File: config.mk
export PLATFORM = sky130hd
export DESIGN_NAME = ps2_rx_fifo
export DESIGN_NICKNAME = d
export VERILOG_FILES = /design/src/rtl/ps2_rx_fifo.sv
export SDC_FILE = /design/constraint.sdc
export NUM_CORES = 1
export LEC_CHECK = 0
export CORE_ASPECT_RATIO = 1.4
export CORE_MARGIN = 3
export CORE_UTILIZATION = 25
export CTS_BUF_LIST = sky130_fd_sc_hd__clkbuf_8
export CTS_CLUSTER_SIZE = 14
export DETAILED_ROUTE_END_ITERATION = 8
export REMOVE_ABC_BUFFERS = 1
export SLEW_MARGIN = 10
export SYNTH_ARGS = -nofsm -noshare
export SYNTH_HDL_FRONTEND = slang
export SYNTH_SLANG_ARGS = --single-unit
export TNS_END_PERCENT = 5
File: constraint.sdc
create_clock -name clk -period 2.9 [get_ports clk]
set_clock_uncertainty 0.05 [all_clocks]
set_input_delay 0.435 -clock clk [delete_from_list [all_inputs] [get_ports clk]]
set_output_delay 0.435 -clock clk [all_outputs]
set_load 0.1 [all_outputs]
File: src/rtl/ps2_rx_fifo.sv
// PS/2 frame receiver with a first-word fall-through byte FIFO; valid rises 1 cycle after the stop-bit fall is detected.
// Consumer backpressure: bytes wait in the FIFO while ready=0; a good byte arriving when full is dropped and flagged.
module ps2_rx_fifo #(
  parameter int FIFO_DEPTH     = 8,
  parameter int TIMEOUT_CYCLES = 50000
) (
  input  logic                        clk,
  input  logic                        rst_n,
  input  logic                        ps2_clk,
  input  logic                        ps2_data,
  output logic [7:0]                  data_out,
  output logic                        valid,
  input  logic                        ready,
  output logic [$clog2(FIFO_DEPTH):0] fifo_count,
  output logic                        overflow,
  output logic                        parity_err,
  output logic                        frame_err,
  input  logic                        clr_err
);

  localparam int AW = $clog2(FIFO_DEPTH);
  localparam int TW = $clog2(TIMEOUT_CYCLES) + 1;
  localparam logic [TW-1:0] TO_LAST = TW'(TIMEOUT_CYCLES - 1);

  typedef enum logic {IDLE, RECV} state_t;

  logic          clk_s1, clk_s2, clk_prev;
  logic          dat_s1, dat_s2;
  logic          fall;
  state_t        state;
  logic [3:0]    bit_cnt;
  logic [8:0]    shreg;
  logic [TW-1:0] to_cnt;

  logic [7:0]    mem [FIFO_DEPTH];
  logic [AW-1:0] wptr, rptr;
  logic          full, pop, push, good, drop;

  always_ff @(posedge clk or negedge rst_n) begin
    if (!rst_n) begin
      clk_s1   <= 1'b1;
      clk_s2   <= 1'b1;
      clk_prev <= 1'b1;
      dat_s1   <= 1'b1;
      dat_s2   <= 1'b1;
    end else begin
      clk_s1   <= ps2_clk;
      clk_s2   <= clk_s1;
      clk_prev <= clk_s2;
      dat_s1   <= ps2_data;
      dat_s2   <= dat_s1;
    end
  end

  assign fall = clk_prev & ~clk_s2;

  // shreg holds {parity, d7..d0} once the stop bit arrives
  assign good  = (state == RECV) && fall && (bit_cnt == 4'd10) && dat_s2 && (^shreg);
  assign valid = (fifo_count != '0);
  assign full  = (fifo_count == ($clog2(FIFO_DEPTH)+1)'(FIFO_DEPTH));
  assign pop   = valid && ready;
  assign push  = good && (!full || pop);
  assign drop  = good && full && !pop;

  always_ff @(posedge clk or negedge rst_n) begin
    if (!rst_n) begin
      state      <= IDLE;
      bit_cnt    <= 4'd0;
      shreg      <= 9'd0;
      to_cnt     <= '0;
      parity_err <= 1'b0;
      frame_err  <= 1'b0;
    end else begin
      parity_err <= 1'b0;
      frame_err  <= 1'b0;
      case (state)
        IDLE: begin
          to_cnt <= '0;
          if (fall && !dat_s2) begin
            state   <= RECV;
            bit_cnt <= 4'd1;
          end
        end
        RECV: begin
          if (fall) begin
            to_cnt <= '0;
            if (bit_cnt == 4'd10) begin
              state   <= IDLE;
              bit_cnt <= 4'd0;
              if (!dat_s2)
                frame_err <= 1'b1;
              else if (!(^shreg))
                parity_err <= 1'b1;
            end else begin
              shreg   <= {dat_s2, shreg[8:1]};
              bit_cnt <= bit_cnt + 4'd1;
            end
          end else if (to_cnt == TO_LAST) begin
            frame_err <= 1'b1;
            state     <= IDLE;
            bit_cnt   <= 4'd0;
            to_cnt    <= '0;
          end else begin
            to_cnt <= to_cnt + TW'(1);
          end
        end
        default: state <= IDLE;
      endcase
    end
  end

  always_ff @(posedge clk or negedge rst_n) begin
    if (!rst_n) begin
      wptr       <= '0;
      rptr       <= '0;
      fifo_count <= '0;
      overflow   <= 1'b0;
    end else begin
      if (push) wptr <= wptr + 1'b1;
      if (pop)  rptr <= rptr + 1'b1;
      case ({push, pop})
        2'b10:   fifo_count <= fifo_count + 1'b1;
        2'b01:   fifo_count <= fifo_count - 1'b1;
        default: fifo_count <= fifo_count;
      endcase
      if (drop)
        overflow <= 1'b1;
      else if (clr_err)
        overflow <= 1'b0;
    end
  end

  always_ff @(posedge clk) begin
    if (push) mem[wptr] <= shreg[7:0];
  end

  assign data_out = valid ? mem[rptr] : 8'h00;

endmodule

==> impl_results.md, run 1 <==
* Share of post-route cells with drive strength above 1 at 26.0%
* H-tree Lvls at 4
* Setup ws final at 187 ps
* Worst Min Path Start: dat_s1
* Die W at 125 um
* Top cell type by total area after synthesis: edfxtp_1
* Initial antenna violation count at 0
* Warnings, synthesis at 0
* Mean Syn Cell Area at 13.9 sq um
* Area contributors post-synth: edfxtp_1 (39%), dfrtp_1 (22%), mux4_2 (7.3%)
* Post-Route M1 WL at 4040 um
* Slew Limit Fails at 0
* RSZ-0062 raised after global routing: no
* Final Hold Viols at 0
* IO Count at 22
* Register area share after synthesis at 63.8%
* Port-buffer cells at 21
* Peak Freq at 369 MHz
* PwrDens at 1020 mW/mm^2
* Flop2flop setup slack at 190 ps
* Vias at 3020
* Mapped Area at 0.00494 sq mm
* TNS Setup at 0 ps
* Dominant synthesized flop cell: edfxtp_1
* Detailed Route WL at 9520 um
* Max-cap violations at 0
* DIE HEIGHT at 172 um
* Rows at 60
* Setup CP Type: register to register
* WP data arrival at 2960 ps
* Initial Util at 25.6%
* Hold endpoint: dat_s2
* CP Cell Sequence: xnor2_1, xnor3_2, mux2i_4, nor2_1, xor2_1, ha_1, o31ai_1, a21oi_2, or3_1
* Clock slew at reported path FFs at 80 ps
* Fin nets at 418
* Crit share post-route at 93.5%
* Worst Tran Pin Value at 685 ps
* WHS Path Cells at 0
* Total GRT Usage at 9.35%
* Final ANT Viol Nets at 0
* Initial DRC Count at 163
* Post-synth EDFFs at 64
* CTS tree: done
* Relative slew slack at 53.9%
* Outcome: finished clean
* FF-to-FF path depth at 9
* First-pass GRT wire length at 15900 um
* R2r endpoint: fifo_count[2]
* Leak at 2.33 nW
* Final std cell area, no fill at 0.00603 sq mm
* Worst-skew pair later-pin latency at 420 ps
* Setup violations, final at 0
* DP Wirelength at 6440 um
* DR WL met2 at 5040 um
* RR Startpoint: shreg[6]
* Drc violations at 0
* Routability congestion estimate at 0.800
* Crit-path slowest cell: dfrtp_1
* Routed len/inst at 14.3 um
* Critical path peak fanout at 11
* Mapped Cells at 357
* First-pass DRT Iterations at 5
* Hold crit path type: register to register
* Async S/R FF share, synth at 43.4%
* Critical path data required time at 3150 ps
* Die area at 0.0215 sq mm
* N_diodes at 0
* Yosys reg bits at 113
* Max IR drop VDD at 0.311 mV
* Vias in the first global route at 3151
* Crit. End Element: register
* Vias per Instance at 4.53
* Filler cell count at 1880
* Synthesis-to-layout area growth at 21.9%
* Clk sink count at 113
* Clk buf depth at 2
* Minimum clock period at 2710 ps
* Top routing layer in use: met4
* Root Buffer: clkbuf_8
* Netlist cell types at 54
* Setup WS pre-CTS at 129 ps
* CTS Buf Count at 17
* Worst setup SP type: register
* Met3 routed WL at 306 um
* Global route total overflow at 0
* Largest net degree at the start of global routing at 48
* Yosys top cell area share at 38.9%
* Placement Cell Area at 0.00561 sq mm
* Core area at 0.0193 sq mm
* CP peak stage delay at 490 ps
-- layout make-up --
| class | instances | area [sq um] | share of cell area, % |
|---|---|---|---|
| clock inverter | 15 | 149 | 2.47 |
| timing repair buffer | 43 | 445 | 7.39 |
| tap | 248 | 310 | 5.15 |
| multi-input combinational | 225 | 1710 | 28.4 |
| inverter | 6 | 22.5 | 0.374 |
| sequential | 113 | 3160 | 52.3 |
| clock buffer | 17 | 234 | 3.88 |
-- layout by cell type, fill, tap and decap left out, types with 7 or more instances in the layout --
| cell | n |
|---|---|
| nor3_1 | 9 |
| mux2i_1 | 8 |
| xor2_1 | 12 |
| edfxtp_1 | 64 |
| clkbuf_8 | 17 |
| buf_4 | 28 |
| buf_12 | 9 |
| mux4_2 | 16 |
| nand3_1 | 11 |
| inv_6 | 7 |
| dfrtp_1 | 43 |
| nor2_1 | 37 |
| nand2_1 | 50 |
| xnor2_1 | 12 |
| nand4_1 | 8 |
-- power by group --
part | switching (mW) | internal [mW]
combinational | 1.61 | 1.03
sequential | 0.208 | 1.92
clock | 0.706 | 0.701
-- flip-flops by register name, summed over array words and instances, names as in the netlist, 3 cells and up --
signal,count
wptr,3
rptr,3
bit_cnt,4
shreg,9
mem,64
to_cnt,17
fifo_count,4
-- synthesized netlist by cell type, types with 2 or more instances --
cell and n:
edfxtp_1 64, nand2_1 50, dfrtp_1 44, nor2_1 37, mux4_2 16, xnor2_1 12, xor2_1 12, nand3_1 11
nor3_1 9, mux2i_1 8, nand4_1 8, ha_1 6, buf_2 5, dfstp_2 5, inv_1 5, nor3b_1 5
and3_1 4, mux2_2 4, nor4_1 4, o21ai_0 4, buf_1 3, clkbuf_1 3, or3_1 3, and3b_2 2
and4_1 2, nor4b_1 2, or4_1 2
-- how the worst max path moves through the flow --
stage,startpoint,endpoint,slack (ps),cells past startpoint
finish,shreg[6],fifo_count[2],190,9
global route,shreg[6],fifo_count[2],30,9
CTS,shreg[5],fifo_count[2],130,9
detailed placement,shreg[5],fifo_count[2],130,9
global placement,shreg[5],fifo_count[2],250,9
floorplan,fifo_count[1],fifo_count[2],-430,9
-- cell families (layout without fill, tap and decap cells) --
kind of cell / after synthesis / count (layout) / synth area share, %
XOR/XNOR: 26 / 26 / 5.26
flip-flops: 113 / 113 / 63.8
AND/OR/NAND/NOR: 147 / 147 / 15.0
AO/OA/AOI/OAI: 17 / 17 / 2.45
adder cells (fa/ha/maj): 6 / 6 / 1.52
multiplexers: 29 / 29 / 10.3
buffers and inverters: 19 / 81 / 1.72
-- worst max-delay path: cells and delay by family, from the launching register on --
family,cells,cell delay (ps)
compound gates,2,350
xor+xnor,3,770
fa+ha+maj,1,210
flops,1,490
mux,1,220
simple gates,2,500
-- stage by stage --
stage	util, %	instances	hold slack, ps	power, mW
4_1_cts	31.1	665	182	6.26
2_1_floorplan	-	344	89.4	3.98
3_5_place_dp	29.1	633	304	4.84
6_report	31.2	667	306	6.18
3_3_place_gp	29.1	633	298	4.79
5_1_grt	31.2	667	316	6.50
-- metal layers --
metal / global-route usage [%] / vias to the layer above
li1: - / 1420
met1: 10.7 / 1519
met2: 16.8 / 66
met3: 2.56 / 15
met4: 3.49 / 0
met5: 0 / -
-- repair_timing --
item,4_1_cts,5_1_grt
endpoints found under the setup margin,0,9
hold buffers,0,1
gates resized for setup,0,2
hold endpoints to repair,0,17
buffers inserted,0,0
Note: power is estimated with default switching activity, not from simulation.
==> run 2: changes to the inputs <==
CTS_BUF_LIST = not set   (was sky130_fd_sc_hd__clkbuf_8)
==> impl_results.md, run 2 (synthesis results as in run 1) <==
* Vias in the first global route at 3136
* CP peak stage delay at 510 ps
* Final ANT Viol Nets at 0
* Fin nets at 416
* Setup CP Type: register to register
* Most frequent CP cell: xor2_1
* First-pass GRT wire length at 16000 um
* Clk sink count at 113
* Port-buffer cells at 21
* Biggest regs: mem x64, to_cnt x17, shreg x9
* First-pass DRT Iterations at 4
* Global route total overflow at 0
* Root Buffer: clkbuf_16
* Initial Util at 25.6%
* IO Count at 22
* Worst setup SP type: register
* Commonest non-fill, non-tap cell in the layout: edfxtp_1
* WP data arrival at 2910 ps
* Hold crit path type: input port to asynchronous set/reset pin
* Setup violations, final at 0
* Routability congestion estimate at 0.800
* PwrDens at 1090 mW/mm^2
* Initial antenna violation count at 0
* RR Startpoint: shreg[5]
* Total power at 6.75 mW
* Vias per Instance at 4.50
* TNS Setup at 0 ps
* Share of post-route cells with drive strength above 1 at 25.9%
* DIE HEIGHT at 172 um
* H-tree Lvls at 4
* Total GRT Usage at 9.47%
* Slew Limit Fails at 0
* Largest Register: mem
* CP top delay family: XOR/XNOR gates
* Filler cell count at 1863
* Die area at 0.0215 sq mm
* Crit path buffers/inverters at 0
* Die W at 125 um
* # hold bufs at CTS at 0
* Routed len/inst at 14.4 um
* Final Hold Viols at 0
* FF/Latch Area at 0.00316 sq mm
* Peak Freq at 373 MHz
* Clk buf depth at 2
* Vias at 2990
* Multi-input gate area at 0.00171 sq mm
* N_diodes at 0
* Crit-path slowest cell: xnor3_2
* Leak at 2.41 nW
* CTS Buf Count at 17
* RSZ-0062 raised after global routing: no
* R2r endpoint: fifo_count[2]
* Relative slew slack at 28.9%
* Highest-count cells in the layout ignoring fill and taps: edfxtp_1 (64), nand2_1 (50), dfrtp_1 (43)
* Max reg flops at 64
* Synthesis-to-layout area growth at 25.2%
* Critical path peak fanout at 11
* Detailed Route WL at 9560 um
* Drc violations at 0
* Clock slew at reported path FFs at 60 ps
* Rows at 60
* Post-CTS setup buffers at 0
* Core area at 0.0193 sq mm
* Critical path data required time at 3130 ps
* Hold WS at 179 ps
* Flop2flop setup slack at 220 ps
* DP Wirelength at 6440 um
* Minimum clock period at 2680 ps
* Final Core Density at 32.1%
* Max IR drop VDD at 0.414 mV
* Worst Tran Pin Value at 1070 ps
* FF-to-FF path depth at 9
* Max-cap violations at 0
* Crit. End Element: register
* Worst-skew pair later-pin latency at 410 ps
* CP Cell Sequence: xor2_1, xnor3_2, mux2i_4, nor2_1, xor2_1, ha_1, o31ai_1, a21oi_2, or3_1
* Initial DRC Count at 156
* Largest net degree at the start of global routing at 48
* Crit share post-route at 92.5%
* Outcome: finished clean
* CTS tree: done
run 2: changes by cell type in the layout (fill, tap and decap cells not counted):
cell,previous run,this run
buf_12,9,8
clkbuf_16,0,17
clkbuf_8,17,0
dlygate4sd3_1,1,0
run 2: worst max path at each step:
stage | startpoint | end | slack [ps] | cells after the start
floorplan | fifo_count[1] | fifo_count[2] | -430 | 9
global placement | shreg[5] | fifo_count[2] | 250 | 9
detailed placement | shreg[5] | fifo_count[2] | 130 | 9
CTS | shreg[5] | fifo_count[2] | 130 | 9
global route | shreg[6] | fifo_count[2] | 20 | 9
finish | shreg[5] | fifo_count[2] | 220 | 9
run 2: repair_timing:
item | CTS | global route
gates resized for setup | 0 | 2
endpoints found under the setup margin | 0 | 9
hold endpoints to repair | 0 | 0
run 2: final cells by class:
cell class                 count  share of cell area, %
tap                          248                   5.01
clock buffer                  17                   6.87
timing repair buffer          41                   6.71
sequential                   113                   51.0
inverter                       6                  0.364
clock inverter                15                   2.41
multi-input combinational    225                   27.7
run 2: metrics by stage:
stage               instance area (sq um)  std cells  setup WS, ps
floorplan                            4880        344          -432
global placement                     5610        633           245
detailed placement                   5610        633           129
CTS                                  6180        665           133
global route                         6190        665          18.5
finish                               6190        665           218
run 2: per-layer routing:
| metal | part of all wire [%] | global-route usage [%] | vias to the layer above |
|---|---|---|---|
| li1 | - | - | 1420 |
| met5 | 0 | 0 | - |
| met3 | 2.9 | 2.84 | 8 |
| met2 | 54 | 16.8 | 49 |
| met1 | 42 | 10.7 | 1513 |
| met4 | 1.0 | 3.92 | 0 |
run 2: where the power goes:
| part | internal, mW | leakage, nW | switching [mW] |
|---|---|---|---|
| registers | 1.93 | 1.22 | 0.207 |
| logic | 1.02 | 0.898 | 1.61 |
| clock network | 1.20 | 0.284 | 0.776 |
| total | 4.15 | 2.41 | 2.60 |
==> run 3: changes to the inputs <==
CORE_UTILIZATION = 50   (was 25)
PLACE_DENSITY = 0.7   (was not set)
SKIP_LAST_GASP = 1   (was not set)
==> impl_results.md, run 3 (synthesis results as in run 1) <==
* Commonest non-fill, non-tap cell in the layout: edfxtp_1
* DP Wirelength at 5950 um
* Biggest regs: mem x64, to_cnt x17, shreg x9
* Port-buffer cells at 21
* Detailed Route WL at 9270 um
* WP data arrival at 2780 ps
* Core area at 0.00956 sq mm
* DR WL met2 at 5020 um
* Max IR drop VDD at 0.583 mV
* Worst-skew pair later-pin latency at 400 ps
* Met3 routed WL at 378 um
* Max reg flops at 64
* Placement Cell Area at 0.00545 sq mm
* Critical path data required time at 2950 ps
* Fin nets at 414
* Initial antenna violation count at 0
* Relative slew slack at 30.7%
* Clock Power Share at 28.5%
* Share of post-route cells with drive strength above 1 at 22.9%
* Clock slew at reported path FFs at 50 ps
* Outcome: finished clean
* Share of power burned in combinational logic at 39.1%
* FF/Latch Area at 0.00315 sq mm
* Multi-input gate area at 0.00171 sq mm
* Initial Util at 51.7%
* Drc violations at 0
* Post-Route M1 WL at 3600 um
* Flop2flop setup slack at 170 ps
* Worst Tran Pin Value at 1040 ps
* Die area at 0.0111 sq mm
* Max-cap violations at 0
* Top routing layer in use: met4
* Seq pwr share at 32.4%
* Hold crit path type: input port to asynchronous set/reset pin
* Peak Freq at 367 MHz
* RR Startpoint: shreg[5]
* Initial DRC Count at 174
* Global route total overflow at 0
* Highest-count cells in the layout ignoring fill and taps: edfxtp_1 (64), nand2_1 (50), dfrtp_1 (44)
* R2r endpoint: mem[2][6]
* IO Count at 22
* Post-CTS setup buffers at 0
* Largest net degree at the start of global routing at 48
* Critical path peak fanout at 11
* Final ANT Viol Nets at 0
* CTS Buf Count at 17
* Routed len/inst at 16.9 um
* Filler cell count at 740
* First-pass DRT Iterations at 4
* Total GRT Usage at 18.3%
* Largest Register: mem
* Total power at 6.65 mW
* Rows at 42
* Root Buffer: clkbuf_16
* Minimum clock period at 2730 ps
* Final std cell area, no fill at 0.00599 sq mm
* Clk buf depth at 2
* Post-CTS sizing at 0
* Vias per Instance at 5.42
* Crit. End Element: register
* Setup CP Type: register to register
* H-tree Lvls at 4
* Synthesis-to-layout area growth at 21.1%
* N_diodes at 0
* # hold bufs at CTS at 0
* Pint at 4.19 mW
* First-pass GRT wire length at 15300 um
* Switching share of power at 37.0%
* CTS tree: done
* Psw at 2.46 mW
* Setup violations, final at 0
* Routability congestion estimate at 0.778
* Vias in the first global route at 3070
* RSZ-0062 raised after global routing: no
* Vias at 2967
* Leak at 2.37 nW
* Worst setup SP type: register
* Slew Limit Fails at 0
* Crit share post-route at 94.0%
* PwrDens at 1110 mW/mm^2
* Final Core Density at 62.6%
* Clk sink count at 113
* FF-to-FF path depth at 6
* Die W at 90.0 um
* DIE HEIGHT at 124 um
* Final Hold Viols at 0
[run 3: worst max-delay path: stages (launching register included)]
cell and delay [ps]:
dfrtp_1 520, xor2_1 190, xnor3_2 500, xor2_1 270
nand3_1 240, nor4b_1 400, buf_4 260
[run 3: worst max-delay path by stage]
stage                  start  cells after the start             to  slack, ps
2_1_floorplan  fifo_count[1]                      9  fifo_count[2]       -430
3_3_place_gp        shreg[5]                      9  fifo_count[2]        290
3_5_place_dp        shreg[5]                      9  fifo_count[2]        230
4_1_cts             shreg[5]                      9  fifo_count[2]        220
5_1_grt             shreg[5]                      9  fifo_count[2]         40
6_report            shreg[5]                      6      mem[2][6]        170
[run 3: layout make-up]
type	instances	share of cell area, %
inverters	6	0.376
well taps	132	2.76
flip-flops and latches	113	52.7
clock buffers	23	7.48
repair buffers	39	6.68
multi-input cells	225	28.5
clock inverters	9	1.57
[run 3: metrics by stage]
step | hold slack (ps) | setup slack [ps] | instances | setup TNS [ps]
2_1_floorplan | 89.4 | -432 | 344 | -5080
3_3_place_gp | 297 | 293 | 515 | 0
3_5_place_dp | 299 | 226 | 515 | 0
4_1_cts | 204 | 215 | 547 | 0
5_1_grt | 248 | 44.4 | 547 | 0
6_report | 175 | 175 | 547 | 0
[run 3: power groups by stage]
stage / registers (mW) / logic [mW] / clock network [mW]
final: 2.16 / 2.60 / 1.90
after global routing: 2.18 / 2.74 / 2.01
after CTS: 2.16 / 2.63 / 1.93
after detailed placement: 2.18 / 2.60 / 0
after global placement: 2.16 / 2.58 / 0
after floorplan: 2.36 / 1.61 / 0
[run 3: per-layer routing]
layer / vias to the layer above / global-route usage [%]
met5: - / 0
met3: 20 / 5.32
met1: 1483 / 20.2
met4: 0 / 8.91
met2: 64 / 32.6
li1: 1400 / -
